**config.mk**
```make
export PLATFORM = sky130hd
export DESIGN_NAME = leaf_user_rr_merge
export DESIGN_NICKNAME = d
export VERILOG_FILES = /design/src/rtl/leaf_user_rr_merge.sv
export SDC_FILE = /design/constraint.sdc
export NUM_CORES = 1
export LEC_CHECK = 0
export CORE_MARGIN = 3
export CORE_UTILIZATION = 40
export CTS_CLUSTER_SIZE = 24
export DETAILED_ROUTE_END_ITERATION = 10
export PLACE_DENSITY = 0.8
export SETUP_SLACK_MARGIN = 0.05
export SYNTH_ARGS = -nofsm -noshare
export SYNTH_HDL_FRONTEND = slang
export SYNTH_SLANG_ARGS = --single-unit
```
**constraint.sdc**
```tcl
create_clock -name clk -period 3.55 [get_ports clk]
set_input_delay 0.5325 -clock clk [delete_from_list [all_inputs] [get_ports clk]]
set_output_delay 0.5325 -clock clk [all_outputs]
set_load 0.02 [all_outputs]
```
**src/rtl/leaf_user_rr_merge.sv**
```systemverilog
// rtl/leaf_user_rr_merge.sv - round-robin merge of NUM_IN vld/ack streams with burst lock and source tag
module leaf_user_rr_merge #(
    parameter int NUM_IN       = 4,
    parameter int PAYLOAD_BITS = 32,
    parameter int SRC_BITS     = 2,
    parameter int MAX_BURST    = 4,
    parameter int CNT_BITS     = 32
) (
    input  logic                           clk,
    input  logic                           reset,
    input  logic [NUM_IN*PAYLOAD_BITS-1:0] din_leaf_interface2user,
    input  logic [NUM_IN-1:0]              vld_interface2user,
    output logic [NUM_IN-1:0]              ack_user2interface,
    output logic [PAYLOAD_BITS-1:0]        dout_merge,
    output logic [SRC_BITS-1:0]            src_merge,
    output logic                           vld_merge,
    input  logic                           ack_merge,
    output logic [CNT_BITS-1:0]            beat_count
);

    localparam int BW = $clog2(MAX_BURST + 1);

    logic [PAYLOAD_BITS-1:0] w_din [NUM_IN];
    logic                    w_accept;
    logic                    w_any;
    logic                    w_lock;
    logic                    w_xfer;
    logic [SRC_BITS-1:0]     w_grant;
    logic [SRC_BITS-1:0]     w_idx;

    logic [SRC_BITS-1:0]     r_last;
    logic [BW-1:0]           r_burst;
    logic [PAYLOAD_BITS-1:0] r_dout;
    logic [SRC_BITS-1:0]     r_src;
    logic                    r_vld;
    logic [CNT_BITS-1:0]     r_beat;

    genvar gi;
    generate
        for (gi = 0; gi < NUM_IN; gi++) begin : g_unpack
            assign w_din[gi] = din_leaf_interface2user[gi*PAYLOAD_BITS +: PAYLOAD_BITS];
        end
    endgenerate

    assign w_accept = ~r_vld | ack_merge;
    assign w_any    = |vld_interface2user;
    assign w_xfer   = w_accept & w_any;
    assign w_lock   = vld_interface2user[r_last] && (r_burst != '0) && (r_burst < BW'(MAX_BURST));

    // Scan from farthest to nearest so the nearest valid port after last wins.
    always_comb begin
        w_grant = r_last;
        w_idx   = '0;
        if (!w_lock) begin
            for (int k = NUM_IN; k >= 1; k--) begin
                w_idx = SRC_BITS'((int'(r_last) + k) % NUM_IN);
                if (vld_interface2user[w_idx]) w_grant = w_idx;
            end
        end
    end

    always_comb begin
        ack_user2interface = '0;
        if (w_xfer && !reset) ack_user2interface[w_grant] = 1'b1;
    end

    always_ff @(posedge clk or posedge reset) begin
        if (reset) begin
            r_last  <= SRC_BITS'(NUM_IN - 1);
            r_burst <= '0;
            r_dout  <= '0;
            r_src   <= '0;
            r_vld   <= 1'b0;
            r_beat  <= '0;
        end else if (w_accept) begin
            if (w_any) begin
                r_dout  <= w_din[w_grant];
                r_src   <= w_grant;
                r_vld   <= 1'b1;
                r_last  <= w_grant;
                r_burst <= w_lock ? r_burst + 1'b1 : BW'(1);
                r_beat  <= r_beat + 1'b1;
            end else begin
                r_vld   <= 1'b0;
                r_burst <= '0;
            end
        end
    end

    assign dout_merge = r_dout;
    assign src_merge  = r_src;
    assign vld_merge  = r_vld;
    assign beat_count = r_beat;

endmodule

```
==> After elaboration in Yosys (flattened, before gate mapping) <==
Cells that the tools add are included.
{ "totals": {"register_bits": 72, "wordCells": 57} }
{ "classes": {"n_mux": 24, "bitwise": 4, "n_reduce_logical": 8, "n_addsub": 6, "order_cmp": 9} }
{ "op_table": {"columns": ["cell", "count"], "rows": [
  ["$bmux W32 S2", 1],
  ["$mux W32", 2],
  ["$add A32 B1 Y32 const B", 1],
  ["$lt A2 B3 Y1 const B", 6],
  ["$bmux W1 S2", 5],
  ["$mux W2", 5],
  ["$mux W1", 7],
  ["$mux W3", 2],
  ["$add A2 B1 Y2 const B", 2],
  ["$add A2 B2 Y2 const B", 2],
  ["$logic_and A1 B1 Y1", 4],
  ["$mux W4", 1],
  ["$reduce_or A4 Y1", 1],
  ["$add A3 B1 Y3 const B", 1],
  ["$ge A3 B3 Y1 const B", 1],
  ["$lt A3 B3 Y1 const B", 1],
  ["$not A2 Y3", 1],
  ["$reduce_bool A3 Y1", 1],
  ["$demux W1 S2", 1],
  ["$ge A2 B1 Y1 const B", 1],
  ["$reduce_and A2 Y1", 1],
  ["$and A1 B1 Y1", 1],
  ["$logic_not A1 Y1", 1],
  ["$not A1 Y1", 1],
  ["$or A1 B1 Y1", 1]
]} }

==> Logic depth before layout (Yosys ltp) <==
{ "depth": {"word_depth": 13, "mapped_depth": 9} }

==> Worst setup path after synthesis <==
No wires, ideal clock.
{ "synth_path": {"path_kind": "input -> output", "startpoint": "in reset", "endpoint": "out ack_user2interface[0]", "arrival_ns": 2.582, "path_slack_ns": 0.436, "required_ns": 3.017, "stages": 2, "path_cell_list": "inv_1 > and4_1"} }
{ "synth_between": {"elab_chain_cells": 3} }
{ "synth_lines": {"columns": ["item", "line", "source"], "rows": [
  ["from (decl)", "10", "input logic reset,"],
  ["$logic_not A1 Y1 (no source line)", null, null],
  ["$logic_and A1 B1 Y1", "64", "if (w_xfer && !reset) ack_user2interface[w_grant] = 1'b1;"],
  ["$mux W4", "64", null],
  ["to (decl)", "13", "output logic [NUM_IN-1:0] ack_user2interface,"]
]} }
No other way between the ends.

==> Worst setup path in the final report <==
{ "layout_path": {"startpoint": "in vld_interface2user[0]", "endpoint": "out ack_user2interface[1]"} }
{ "layout_between": {"elab_chain_cells": 12, "word_cells_on_any_way": 26} }
{ "layout_lines": {"columns": ["item", "line", "source"], "rows": [
  ["from (decl)", "12", "input logic [NUM_IN-1:0] vld_interface2user,"],
  ["$bmux W1 S2", "57", "if (vld_interface2user[w_idx]) w_grant = w_idx;"],
  ["$mux W1 (not written as such)", "57", null],
  ["$mux W2 (4 in a row)", "57", null],
  ["$mux W2", "54", "if (!w_lock) begin"],
  ["$lt A2 B3 Y1 (not written as such) or $ge A2 B1 Y1 (tied branches)", "64", null],
  ["$logic_and A1 B1 Y1 (not written as such)", "64", null],
  ["$mux W1 (not written as such)", "64", null],
  ["$demux W1 S2", "64", null],
  ["$mux W4 (*)", "64", null]
]} }
Mark *: on every way between the ends. The rest lies on a longest branch, timed or not. The select of a mux whose other input is x is not followed.

==> metrics.md <==
| Metric | Value |
|---|---|
| Die width | `~110 µm` |
| Clock sinks | `72` |
| RSZ-0062 raised after global routing | `no` |
| Met3 WL | `1.30 mm` |
| Wire per inst | `18.6 µm` |
| Synth async-reset ratio | `100%` |
| Syn-to-layout area delta | `58.0%` |
| Global route overflow | `0` |
| Combinational share of power | `58.3%` |
| Clock tree buffer depth | `2` |
| Endpoints failing hold | `0` |
| Hold path start | `beat_count[31]` |
| Total of warnings raised by yosys | `0` |
| Worst Reg-to-Reg Cells | `7` |
| Gpl congestion | `0.905` |
| Non-filler instance count after layout | `719` |
| Seq/Total Area, Yosys | `between 40% and 50%` |
| Setup CP Type | `in2out` |
| Via/cell ratio | `5.22` |
| Final hold slack | `0.478 ns` |
| Final WS setup | `roughly 0.16 ns` |
| Initial Utilization | `41.7%` |
| Fin crit period | `3.39 ns` |
| Crit Reg-Reg Endpoint | `dout_merge[0]` |
| Post-CTS setup buffers | `0` |
| Die height | `108 µm` |
| Routed via count | `~3800` |
| ANT nets after route | `0` |
| Routed length on met2 | `between 6 and 7 mm` |
| Worst Hold Class | `reg2reg` |
| R2R Setup Slk | `0.67 ns` |
| DRC | `0` |
| Cell Area, Placed | `around 6400 µm²` |
| Status | `complete, no violations` |
| Clock share of power | `between 10% and 20%` |
| Final setup viols | `0` |
| Peak VDD IR | `0.355 mV` |
| Clock slew at reported path FFs | `roughly 0.080 ns` |
| Crit start category | `input pin` |
| Synth unique cells | `41` |
| Switching Fraction | `41.3%` |
| Cell with the most instances after synthesis | `dfrtp_1` |
| Place WS | `0.0826 ns` |
| Slew headroom | `48.3%` |
| Largest net degree at the start of global routing | `44` |
| IO buf count | `about 210` |
| Post-Syn Instances | `372` |
| Final max-slew violation count | `0` |
| Site Rows | `36` |
| TritonCTS clock tree | `yes` |
| Top post-synthesis cells by area | `dfrtp_1 42%, mux2i_1 16%, o221ai_2 10%, xnor2_1 5.1%, nand2_1 4.9%` |
| WL final | `13.4 mm` |
| Leak | `2.81 nW` |
| Setup skew after layout | `0.00781 ns` |
| All-Layer GR Usage | `22.8%` |
| Crit share post-route | `95.6%` |
| Cells on Worst Hold Path | `1` |
| Setup TNS | `0 ns` |
| Top routing layer used | `met4` |
| Reg power frac | `29.1%` |
| Worst Hold End | `beat_count[31]` |
| Critical path arrival | `2.86 ns` |
| Crit. End Element | `primary output` |
| Layout Nets | `719` |
| Slew of the pin with the lowest slew margin | `0.773 ns` |
| CTS root buf | `clkbuf_8` |
| Share of layout cells above drive strength 1 | `roughly 12%` |
| Synth Register Bits | `roughly 70` |
| Cell total after placement | `703` |
| Core Box Area | `9910 µm²` |
| Cell Area, Synth | `4130 µm²` |
| Synth top area share | `42.4%` |
| Synthesized net count | `510` |
| N_diodes | `0` |
| First-pass GRT wire length | `20.7 mm` |
| Synth top cells by count | `70 x dfrtp_1, 65 x mux2i_1, 54 x nand2_1` |
| Multi-input gate area in the final layout | `2180 µm²` |
| Avg Inst Size Synth | `11.1 µm²` |
| Internal power | `0.00260 W` |
| Switching Power | `0.00183 W` |
| Max Cap Viol | `0` |
| Die area | `11600 µm²` |
| CP required | `3.02 ns` |
| Num CTS Buffers | `9` |
| EDFF count, synth | `0` |
| Number of fill cells in the layout | `805` |
| Synth area leader | `dfrtp_1` |
| Worst-Skew Late Latency | `0.34 ns` |
| Final instance area | `roughly 6500 µm²` |
| H-tree levels | `3` |
| CP Max Fanout | `8` |
| HPWL Detailed | `10.5 mm` |
| Initial antenna violation count | `0` |
| M1 WL | `a little over 5 mm` |
| Initial DRC count | `149` |
| IO Pins | `a little over 200` |
| Drt first pass iters | `4` |
| Worst r2r src | `r_burst[0]` |
| Reg area | `1800 µm²` |
| Most common flop cell mapped by yosys | `dfrtp_1` |
| Fmax | `295 MHz` |
| Vias in the first global route | `3890` |
| Ratio of total power to cell area | `677 nW/µm²` |
[per-stage QoR]
stage,power [W],util (%)
2_1_floorplan,0.00291,-
3_3_place_gp,0.00384,64.2
3_5_place_dp,0.00391,64.2
4_1_cts,0.00448,65.8
5_1_grt,0.00469,65.9
6_report,0.00442,65.9
[worst max-delay path, cell delays in order]
cell,delay [ns]
clkdlybuf4s50_1,0.54
or2_2,0.34
a2111oi_2,0.44
or2_2,0.19
and4_1,0.18
clkdlybuf4s50_1,0.63
[power groups by stage]
stage / registers (W) / clock network (W) / logic, W
after floorplan: 0.00153 / 0 / 0.00138
after global placement: 0.00129 / 0 / 0.00255
after detailed placement: 0.00130 / 0 / 0.00261
after CTS: 0.00129 / 0.000580 / 0.00261
after global routing: 0.00133 / 0.000621 / 0.00274
final: 0.00129 / 0.000557 / 0.00258
[how the worst max path moves through the flow]
stage / slack, ns / to / start / depth (start not counted)
floorplan: 0.44 / ack_user2interface[0] / reset / 2
global placement: 0.14 / ack_user2interface[2] / vld_interface2user[2] / 7
detailed placement: 0.08 / ack_user2interface[2] / vld_interface2user[2] / 7
CTS: 0.05 / ack_user2interface[2] / r_last[0] / 6
global route: 0.07 / ack_user2interface[0] / r_last[0] / 7
finish: 0.16 / ack_user2interface[1] / vld_interface2user[0] / 6
[per-layer routing]
layer | vias up | GRT usage [%]
met3 | 25 | 8.34
met5 | - | 0
met2 | 152 | 38.1
li1 | 1774 | -
met1 | 1799 | 26.7
met4 | 0 | 8.75
[area by class of cell]
type / count / area share (%)
inverter: 5 / 0.287
timing repair buffer: 222 / 33.6
clock buffer: 10 / 1.95
clock inverter: 6 / 0.575
sequential: 72 / 27.6
multi-input combinational: 271 / 33.4
tap: 133 / 2.55
[state kept, by name (all words and copies together), names as in the netlist]
name        cells
beat_count     32
dout_merge     32
r_burst         3
r_last          2
src_merge       2
vld_merge       1
[placed cells by master, fill, tap and decap left out, types with 2 or more instances in the layout]
cell,Yosys,routed
clkdlybuf4s50_1,0,203
dfrtp_1,70,70
mux2i_1,65,65
nand2_1,54,54
o221ai_2,28,28
xnor2_1,24,24
buf_4,3,16
and3_1,12,12
nand3_1,12,12
nor2_1,10,10
clkbuf_8,0,9
nand4_1,7,7
xor2_1,7,7
nand2b_1,6,6
nor4_1,4,4
inv_1,5,4
and4_1,4,4
or2_2,4,4
o221ai_1,4,4
clkinv_2,0,4
nor3_1,3,3
o21a_1,3,3
ha_1,3,3
nor2b_1,2,2
a21oi_1,2,2
o21ai_0,2,2
a22o_1,2,2
clkinv_4,0,2
dlymetal6s2s_1,0,2
dfstp_2,2,2
[kinds of logic after synthesis]
logic type	synth area share, %
AO/OA/AOI/OAI	14.3
buffers and inverters	4.12
adder cells (fa/ha/maj)	0.908
multiplexers	16.1
XOR/XNOR	6.57
flip-flops	43.7
AND/OR/NAND/NOR	14.4
[timing repair]
action	in CTS	in global routing
gates resized for setup	0	2
hold buffers	0	0
setup endpoints to repair	0	2
Note: power is estimated with default switching activity, not from simulation.
